`config.mk`:
```
export PLATFORM = sky130hd
export DESIGN_NAME = iter_shift_sub_div
export DESIGN_NICKNAME = d
export VERILOG_FILES = /design/src/rtl/iter_shift_sub_div.sv
export SDC_FILE = /design/constraint.sdc
export NUM_CORES = 1
export LEC_CHECK = 0
export ABC_AREA = 0
export CORE_MARGIN = 2
export CORE_UTILIZATION = 30
export DETAILED_ROUTE_END_ITERATION = 8
export MAX_ROUTING_LAYER = met4
export PLACE_DENSITY = 0.56
export REMOVE_ABC_BUFFERS = 1
export SYNTH_ARGS = -nofsm -noshare
export SYNTH_HDL_FRONTEND = slang
export SYNTH_SLANG_ARGS = --single-unit
```
`constraint.sdc`:
```
create_clock -name clk -period 3.8 [get_ports clk]
set_input_delay 0.57 -clock clk [delete_from_list [all_inputs] [get_ports clk]]
set_output_delay 0.57 -clock clk [all_outputs]
set_load 0.01 [all_outputs]
```
`src/rtl/iter_shift_sub_div.sv`:
```
// Iterative radix-2 restoring divider for the RV64M DIV/REM group (word and doubleword forms).
// One quotient bit per cycle; divide-by-zero and signed overflow bypass the iteration.
module iter_shift_sub_div #(
    parameter int XLEN = 64
) (
    input  logic            clk,
    input  logic            rst,
    input  logic            div_valid,
    input  logic            flush,
    input  logic            div_signed,
    input  logic            divw,
    input  logic [XLEN-1:0] dividend,
    input  logic [XLEN-1:0] divisor,
    output logic            div_ready,
    output logic            out_valid,
    output logic [XLEN-1:0] quotient,
    output logic [XLEN-1:0] remainder
);

    localparam int HALF = XLEN / 2;
    localparam int CW   = $clog2(XLEN) + 1;

    typedef enum logic [1:0] {IDLE, CALC, DONE} state_t;

    state_t          state_q, state_d;
    logic [XLEN-1:0] rem_q, rem_d;
    logic [XLEN-1:0] quo_q, quo_d;
    logic [XLEN-1:0] dvsr_q, dvsr_d;
    logic [CW-1:0]   cnt_q, cnt_d;
    logic            neg_q_q, neg_q_d;
    logic            neg_r_q, neg_r_d;
    logic            divw_q, divw_d;

    logic [XLEN-1:0] a_ext, b_ext, a_mag, b_mag, min_val;
    logic            a_neg, b_neg, div_by_zero, overflow;
    logic [XLEN:0]   shifted, diff;
    logic [XLEN-1:0] q_fix, r_fix;

    // Word ops see only the low half, extended according to signedness.
    always_comb begin
        a_ext = dividend;
        b_ext = divisor;
        if (divw) begin
            a_ext = div_signed ? {{HALF{dividend[HALF-1]}}, dividend[HALF-1:0]}
                               : {{HALF{1'b0}}, dividend[HALF-1:0]};
            b_ext = div_signed ? {{HALF{divisor[HALF-1]}}, divisor[HALF-1:0]}
                               : {{HALF{1'b0}}, divisor[HALF-1:0]};
        end
        a_neg       = div_signed & a_ext[XLEN-1];
        b_neg       = div_signed & b_ext[XLEN-1];
        a_mag       = a_neg ? -a_ext : a_ext;
        b_mag       = b_neg ? -b_ext : b_ext;
        min_val     = divw ? {{(HALF+1){1'b1}}, {(HALF-1){1'b0}}} : {1'b1, {(XLEN-1){1'b0}}};
        div_by_zero = (b_ext == '0);
        overflow    = div_signed && (a_ext == min_val) && (b_ext == '1);
    end

    // 65-bit trial subtract: a clear top bit of diff means the shifted remainder covered the divisor.
    assign shifted = {rem_q, quo_q[XLEN-1]};
    assign diff    = shifted - {1'b0, dvsr_q};

    // NOTE: every signal written here gets a default first, so no path leaves one unassigned and no latch is inferred.
    always_comb begin
        state_d = state_q;
        rem_d   = rem_q;
        quo_d   = quo_q;
        dvsr_d  = dvsr_q;
        cnt_d   = cnt_q;
        neg_q_d = neg_q_q;
        neg_r_d = neg_r_q;
        divw_d  = divw_q;
        if (flush) begin
            state_d = IDLE;
        end else begin
            unique case (state_q)
                IDLE: begin
                    if (div_valid) begin
                        divw_d  = divw;
                        dvsr_d  = b_mag;
                        neg_q_d = a_neg ^ b_neg;
                        neg_r_d = a_neg;
                        if (div_by_zero || overflow) begin
                            // Final results are loaded directly; the sign fix must leave them untouched.
                            quo_d   = div_by_zero ? '1 : a_ext;
                            rem_d   = div_by_zero ? a_ext : '0;
                            neg_q_d = 1'b0;
                            neg_r_d = 1'b0;
                            state_d = DONE;
                        end else begin
                            // Word magnitudes are parked in the top half so HALF shifts consume them fully.
                            quo_d   = divw ? {a_mag[HALF-1:0], {HALF{1'b0}}} : a_mag;
                            rem_d   = '0;
                            cnt_d   = divw ? CW'(HALF) : CW'(XLEN);
                            state_d = CALC;
                        end
                    end
                end
                CALC: begin
                    if (!diff[XLEN]) begin
                        rem_d = diff[XLEN-1:0];
                        quo_d = {quo_q[XLEN-2:0], 1'b1};
                    end else begin
                        rem_d = shifted[XLEN-1:0];
                        quo_d = {quo_q[XLEN-2:0], 1'b0};
                    end
                    cnt_d = cnt_q - CW'(1);
                    if (cnt_q == CW'(1)) state_d = DONE;
                end
                DONE:    state_d = IDLE;
                default: state_d = IDLE;
            endcase
        end
    end

    // NOTE: datapath registers are reset too, so the post-reset state is fully defined and observable.
    always_ff @(posedge clk) begin
        if (rst) begin
            // NOTE: sequential state uses non-blocking assignments so all flops update from pre-edge values.
            state_q <= IDLE;
            rem_q   <= '0;
            quo_q   <= '0;
            dvsr_q  <= '0;
            cnt_q   <= '0;
            neg_q_q <= 1'b0;
            neg_r_q <= 1'b0;
            divw_q  <= 1'b0;
        end else begin
            state_q <= state_d;
            rem_q   <= rem_d;
            quo_q   <= quo_d;
            dvsr_q  <= dvsr_d;
            cnt_q   <= cnt_d;
            neg_q_q <= neg_q_d;
            neg_r_q <= neg_r_d;
            divw_q  <= divw_d;
        end
    end

    always_comb begin
        q_fix     = neg_q_q ? -quo_q : quo_q;
        r_fix     = neg_r_q ? -rem_q : rem_q;
        div_ready = (state_q == IDLE);
        out_valid = 1'b0;
        quotient  = '0;
        remainder = '0;
        if (state_q == DONE && !flush) begin
            out_valid = 1'b1;
            quotient  = divw_q ? {{HALF{q_fix[HALF-1]}}, q_fix[HALF-1:0]} : q_fix;
            remainder = divw_q ? {{HALF{r_fix[HALF-1]}}, r_fix[HALF-1:0]} : r_fix;
        end
    end

endmodule
```
# Word-level counts from Yosys, hierarchy flattened
# Cells that the tools add are included.
[totals]
ff_bits = 204
input_bits = 134
out_inout_bits = 130
elab_cells = 74
[op_classes]
add_sub_neg = 6
eq_ne = 8
muxes = 35
bitwise_logic = 4
reduce_logical = 13
[ops]
columns = ["op", "n"]
rows = [
  ["2-to-1 mux 64 bit", 20],
  ["negation 64 bit", 4],
  ["one-hot mux 64 bit (2 select lines)", 2],
  ["subtractor 65 x 64 -> 65 bit", 1],
  ["== test 64 bit", 1],
  ["== test 64 bit (second input constant)", 1],
  ["zero test 64 bit", 1],
  ["2-to-1 mux 63 bit", 1],
  ["2-to-1 mux 7 bit", 3],
  ["one-hot mux 7 bit (2 select lines)", 1],
  ["== test 7 x 1 -> 1 bit (second input constant)", 1],
  ["subtractor 7 x 1 -> 7 bit (second input constant)", 1],
  ["2-to-1 mux 2 bit", 3],
  ["inequality test 2 bit (second input constant)", 3],
  ["AND reduction 3 bit", 2],
  ["2-to-1 mux 1 bit", 4],
  ["one-hot mux 2 bit (2 select lines)", 1],
  ["AND reduction 4 bit", 1],
  ["logical AND 1 bit", 3],
  ["AND 1 bit", 2],
  ["== test 2 x 1 -> 1 bit (second input constant)", 1],
  ["== test 2 bit (second input constant)", 1],
  ["zero test 2 bit", 1],
  ["AND reduction 2 bit", 1],
  ["other kinds (6)", 6],
]

# Depth between registers and ports, before layout
[logic_depth]
word_depth = 9
mapped_depth = 17
ltp_nobuf = 14

# Worst setup path after synthesis
# No wires, ideal clock.
[synth_path]
path_type = "reg-to-output"
start = "register quo_q[36]"
end = "output port quotient[57]"
arrival_time_ps = 3386
t_required_ps = 3230
slack_ps = -156
path_stages_with_launch = 11
n_path_buf = 1
cell_sequence = "dfxtp_1 > buf_6 > or4_4 > or3_4 > or3_4 > or3_4 > or3_4 > or4_4 > o41ai_2 > xor2_1 > a21oi_1"
[synth_between]
elab_chain_len = 4
[synth_lines]
columns = ["element", "line_no", "text"]
rows = [
  ["start, declared", "27", "logic [XLEN-1:0] quo_q, quo_d;"],
  ["start signal, assigned", "130", "quo_q <= quo_d;"],
  ["negation 64 bit", "140", "q_fix = neg_q_q ? -quo_q : quo_q;"],
  ["2-to-1 mux 64 bit", "140", ""],
  ["2-to-1 mux 64 bit", "148", "quotient = divw_q ? {{HALF{q_fix[HALF-1]}}, q_fix[HALF-1:0]} : q_fix;"],
  ["2-to-1 mux 64 bit", "146", "if (state_q == DONE && !flush) begin"],
  ["end, declared", "16", "output logic [XLEN-1:0] quotient,"],
]
# Every way passes these cells.

# Worst setup path after layout
[layout_path]
start = "register quo_q[38]"
end = "output port quotient[63]"
# Same word-level chain as after synthesis.

==> impl_metrics.tcl <==
set metrics [dict create \
    antenna_found_initial 2 \
    grt_pass1_wl_um 141600 \
    yosysMostFrequentCell "nor2_1" \
    grt-ovfl-total 0 \
    drive_gt1_frac 0.2608 \
    ys.flop_type "dfxtp_1" \
    post-route-worst-setup-slack_ns -0.7756 \
    maxSlewHeadroom 0.3131 \
    synth_enable_flop_cells 0 \
    setup_viol 66 \
    gp_congestion 1.006 \
    drt_iter0_drc 2400 \
    cts_sinks 204 \
    ir_worst_vdd_mv 0.2912 \
    synth_common_cells "368 x nor2_1, 335 x a21oi_1, 294 x nand2_1" \
    via_per_inst 5.451 \
    synth-adder-area-share 0.04415 \
    fin_area_um2 30350 \
    yosys.cell_types.count 82 \
    initial_utilization 0.3016 \
    drv_slew 0 \
    postSynthAreaPerCell_um2 6.856 \
    dp.final_hpwl_um 74390 \
    path_class "flip-flop to primary output" \
    placed_area_um2 28050 \
    cts_buffer_depth 3 \
    core_area_um2 68230 \
    fin_nets 3886 \
    whs_ns 0.4522 \
    status "finished with violations" \
    track_usage 0.2632 \
    total_power_w 0.01007 \
    hold_buffers 0 \
    timing.fmax_mhz 218.6 \
    hp-class "flip-flop to flip-flop" \
    die_y_um 265.9 \
    cp.arrival_ns 4.01 \
    h-tree-depth 1 \
    cts_buffers 25 \
    synth_warnings 0 \
    drt.antenna.violating_nets 0 \
    worstPathRequired_ns 3.23 \
    ys_ff_latch 204 \
    p_leak_nw 12.12 \
    drc 0 \
    grt_setup_unrepaired "yes" \
    worstMarginPinSlew_ns 1.029 \
    fin_crit_ns 4.576 \
    grt_pass1_vias 23600 \
    io_buffers 263 \
    drt-total-wl_um 95140 \
    post_drt_wl_per_cell_um 20.77 \
    synth_area_leaders "dfxtp_1 20%, a21oi_1 8.1%, xor2_1 7.4%" \
    synth_top_area_frac 0.1985 \
    dieArea_um2 70690 \
    synth-compound-area-share 0.3163 \
    yosys.area.top_type "dfxtp_1" \
    worstSetupEndpointType "primary output" \
    num_vias 24970 \
    hold_viol 0 \
    synth_top_family_by_area "compound AO/OA/AOI/OAI gates" \
    synth_xor_area_frac 0.1196 \
    synth-seq-area-share 0.1985 \
    area_growth_pct 47.50 \
    die_w_um 265.9 \
    period_share 1.204 \
    cts_tree "done" \
    clkLatencyLatePin_ns 0.58 \
    ioPinCount 264 \
    synth_simple_gate_area_share 0.2309 \
    dr.pass1.iters 7 \
    final.setup_skew_ns 0.03490 \
    syn_area_um2 20570 \
    failed_checks "negative setup slack" \
    cts_root_buf "clkbuf_16" \
    worstPathMaxFanout 5 \
    fp-row-count 96 \
    synthCells 3001 \
    async_reset_ff_frac 0 \
    cap_violations 0 \
    nFillCells 7130 \
    p_per_area_nw_per_um2 331.7 \
    synth.area.mux_share 0.02950 \
    clkSlewWorstSetupHoldPaths_ns 0.06 \
    dpl.cell_count 4493 \
    grt_max_degree 104 \
    fin_cells 4581 \
    start_kind "flip-flop" \
]
final timing paths:
| check | end | cells past startpoint | slack, ns | startpoint |
|---|---|---|---|---|
| min reg2reg | dvsr_q[40]$_SDFFE_PP0P_ | 2 | 0.45 | dvsr_q[40]$_SDFFE_PP0P_ |
| max reg2reg | rem_q[58]$_SDFFE_PP0P_ | 17 | 0.12 | rem_q[20]$_SDFFE_PP0P_ |
| max | quotient[63] | 11 | -0.78 | quo_q[38]$_SDFFE_PP0P_ |
| min | dvsr_q[40]$_SDFFE_PP0P_ | 2 | 0.45 | dvsr_q[40]$_SDFFE_PP0P_ |
timing repair:
item | in CTS | in global routing
pin swaps | 62 | 80
gates resized for setup | 421 | 202
setup buffers | 25 | 22
setup endpoints to repair | 141 | 163
gates cloned | 4 | 1
cells by family after synthesis:
| family | count (synthesis) |
|---|---|
| AOI/OAI and AO/OA | 1033 |
| xor gates and xnor gates | 281 |
| adders and majority gates | 72 |
| buffers and inverters | 331 |
| DFF | 204 |
| muxes | 56 |
| and+or+nand+nor | 1024 |
area by class of cell:
type                    instances  area (µm²)  area share
clock buffers                  33       685.7     0.02260
inverters                     118       445.4     0.01468
diodes                          2       5.005   0.0001649
flip-flops and latches        204        4096      0.1350
repair buffers                865        7347      0.2421
well taps                     882        1104     0.03637
multi-input cells            2466       16520      0.5446
clock inverters                11       137.6    0.004536
layout by cell type, fill, tap and decap left out, types with 55 or more instances in the layout:
master	netlist	routed
a21oi_1	335	321
buf_2	5	55
buf_4	0	542
clkdlybuf4s50_1	0	172
dfxtp_1	204	194
ha_1	71	64
inv_1	117	113
nand2_1	294	280
nor2_1	368	357
nor3_1	79	72
o21ai_0	229	211
xnor2_1	107	101
xor2_1	174	162
per-stage QoR:
stage / TNS [ns] / setup WS [ns] / util
2_1_floorplan: -334.24 / -3.040 / -
3_3_place_gp: -38.31 / -0.7028 / 0.4111
3_5_place_dp: -38.20 / -0.6950 / 0.4111
4_1_cts: -20.75 / -0.8597 / 0.4340
5_1_grt: -31.68 / -0.8862 / 0.4448
6_report: -22.62 / -0.7756 / 0.4448
state kept, by name, summed over array words and instances (netlist names):
signal   flops
neg_q_q      1
neg_r_q      1
quo_q       64
rem_q       64
state_q      2
dvsr_q      64
divw_q       1
cnt_q        7
critical path, cell delays in order, from the launching register on:
cell,delay (ns)
dfxtp_2,0.32
or4_4,0.53
or3_4,0.34
or3_4,0.33
or3_4,0.34
or3_4,0.38
or4_4,0.51
buf_6,0.16
o31ai_4,0.19
xnor2_2,0.14
a21oi_2,0.07
buf_2,0.15
power breakdown:
part | internal, W | switching, W | leakage, nW | total [W]
clock | 0.00147 | 0.00103 | 0.410 | 0.00250
sequential | 0.00229 | 0.000149 | 1.68 | 0.00244
combinational | 0.00235 | 0.00278 | 10.0 | 0.00513
total | 0.00611 | 0.00395 | 12.1 | 0.0101
routing by layer:
metal | vias up | part of all wire | wire length (µm) | track usage
li1 | 12290 | - | - | -
met4 | 0 | 0.043 | 4068 | 0.1073
met2 | 900 | 0.46 | 43370 | 0.4177
met5 | - | 0 | 0 | -
met3 | 168 | 0.055 | 5249 | 0.02320
met1 | 11620 | 0.45 | 42460 | 0.3443
Power figures use the tool's default switching activity.
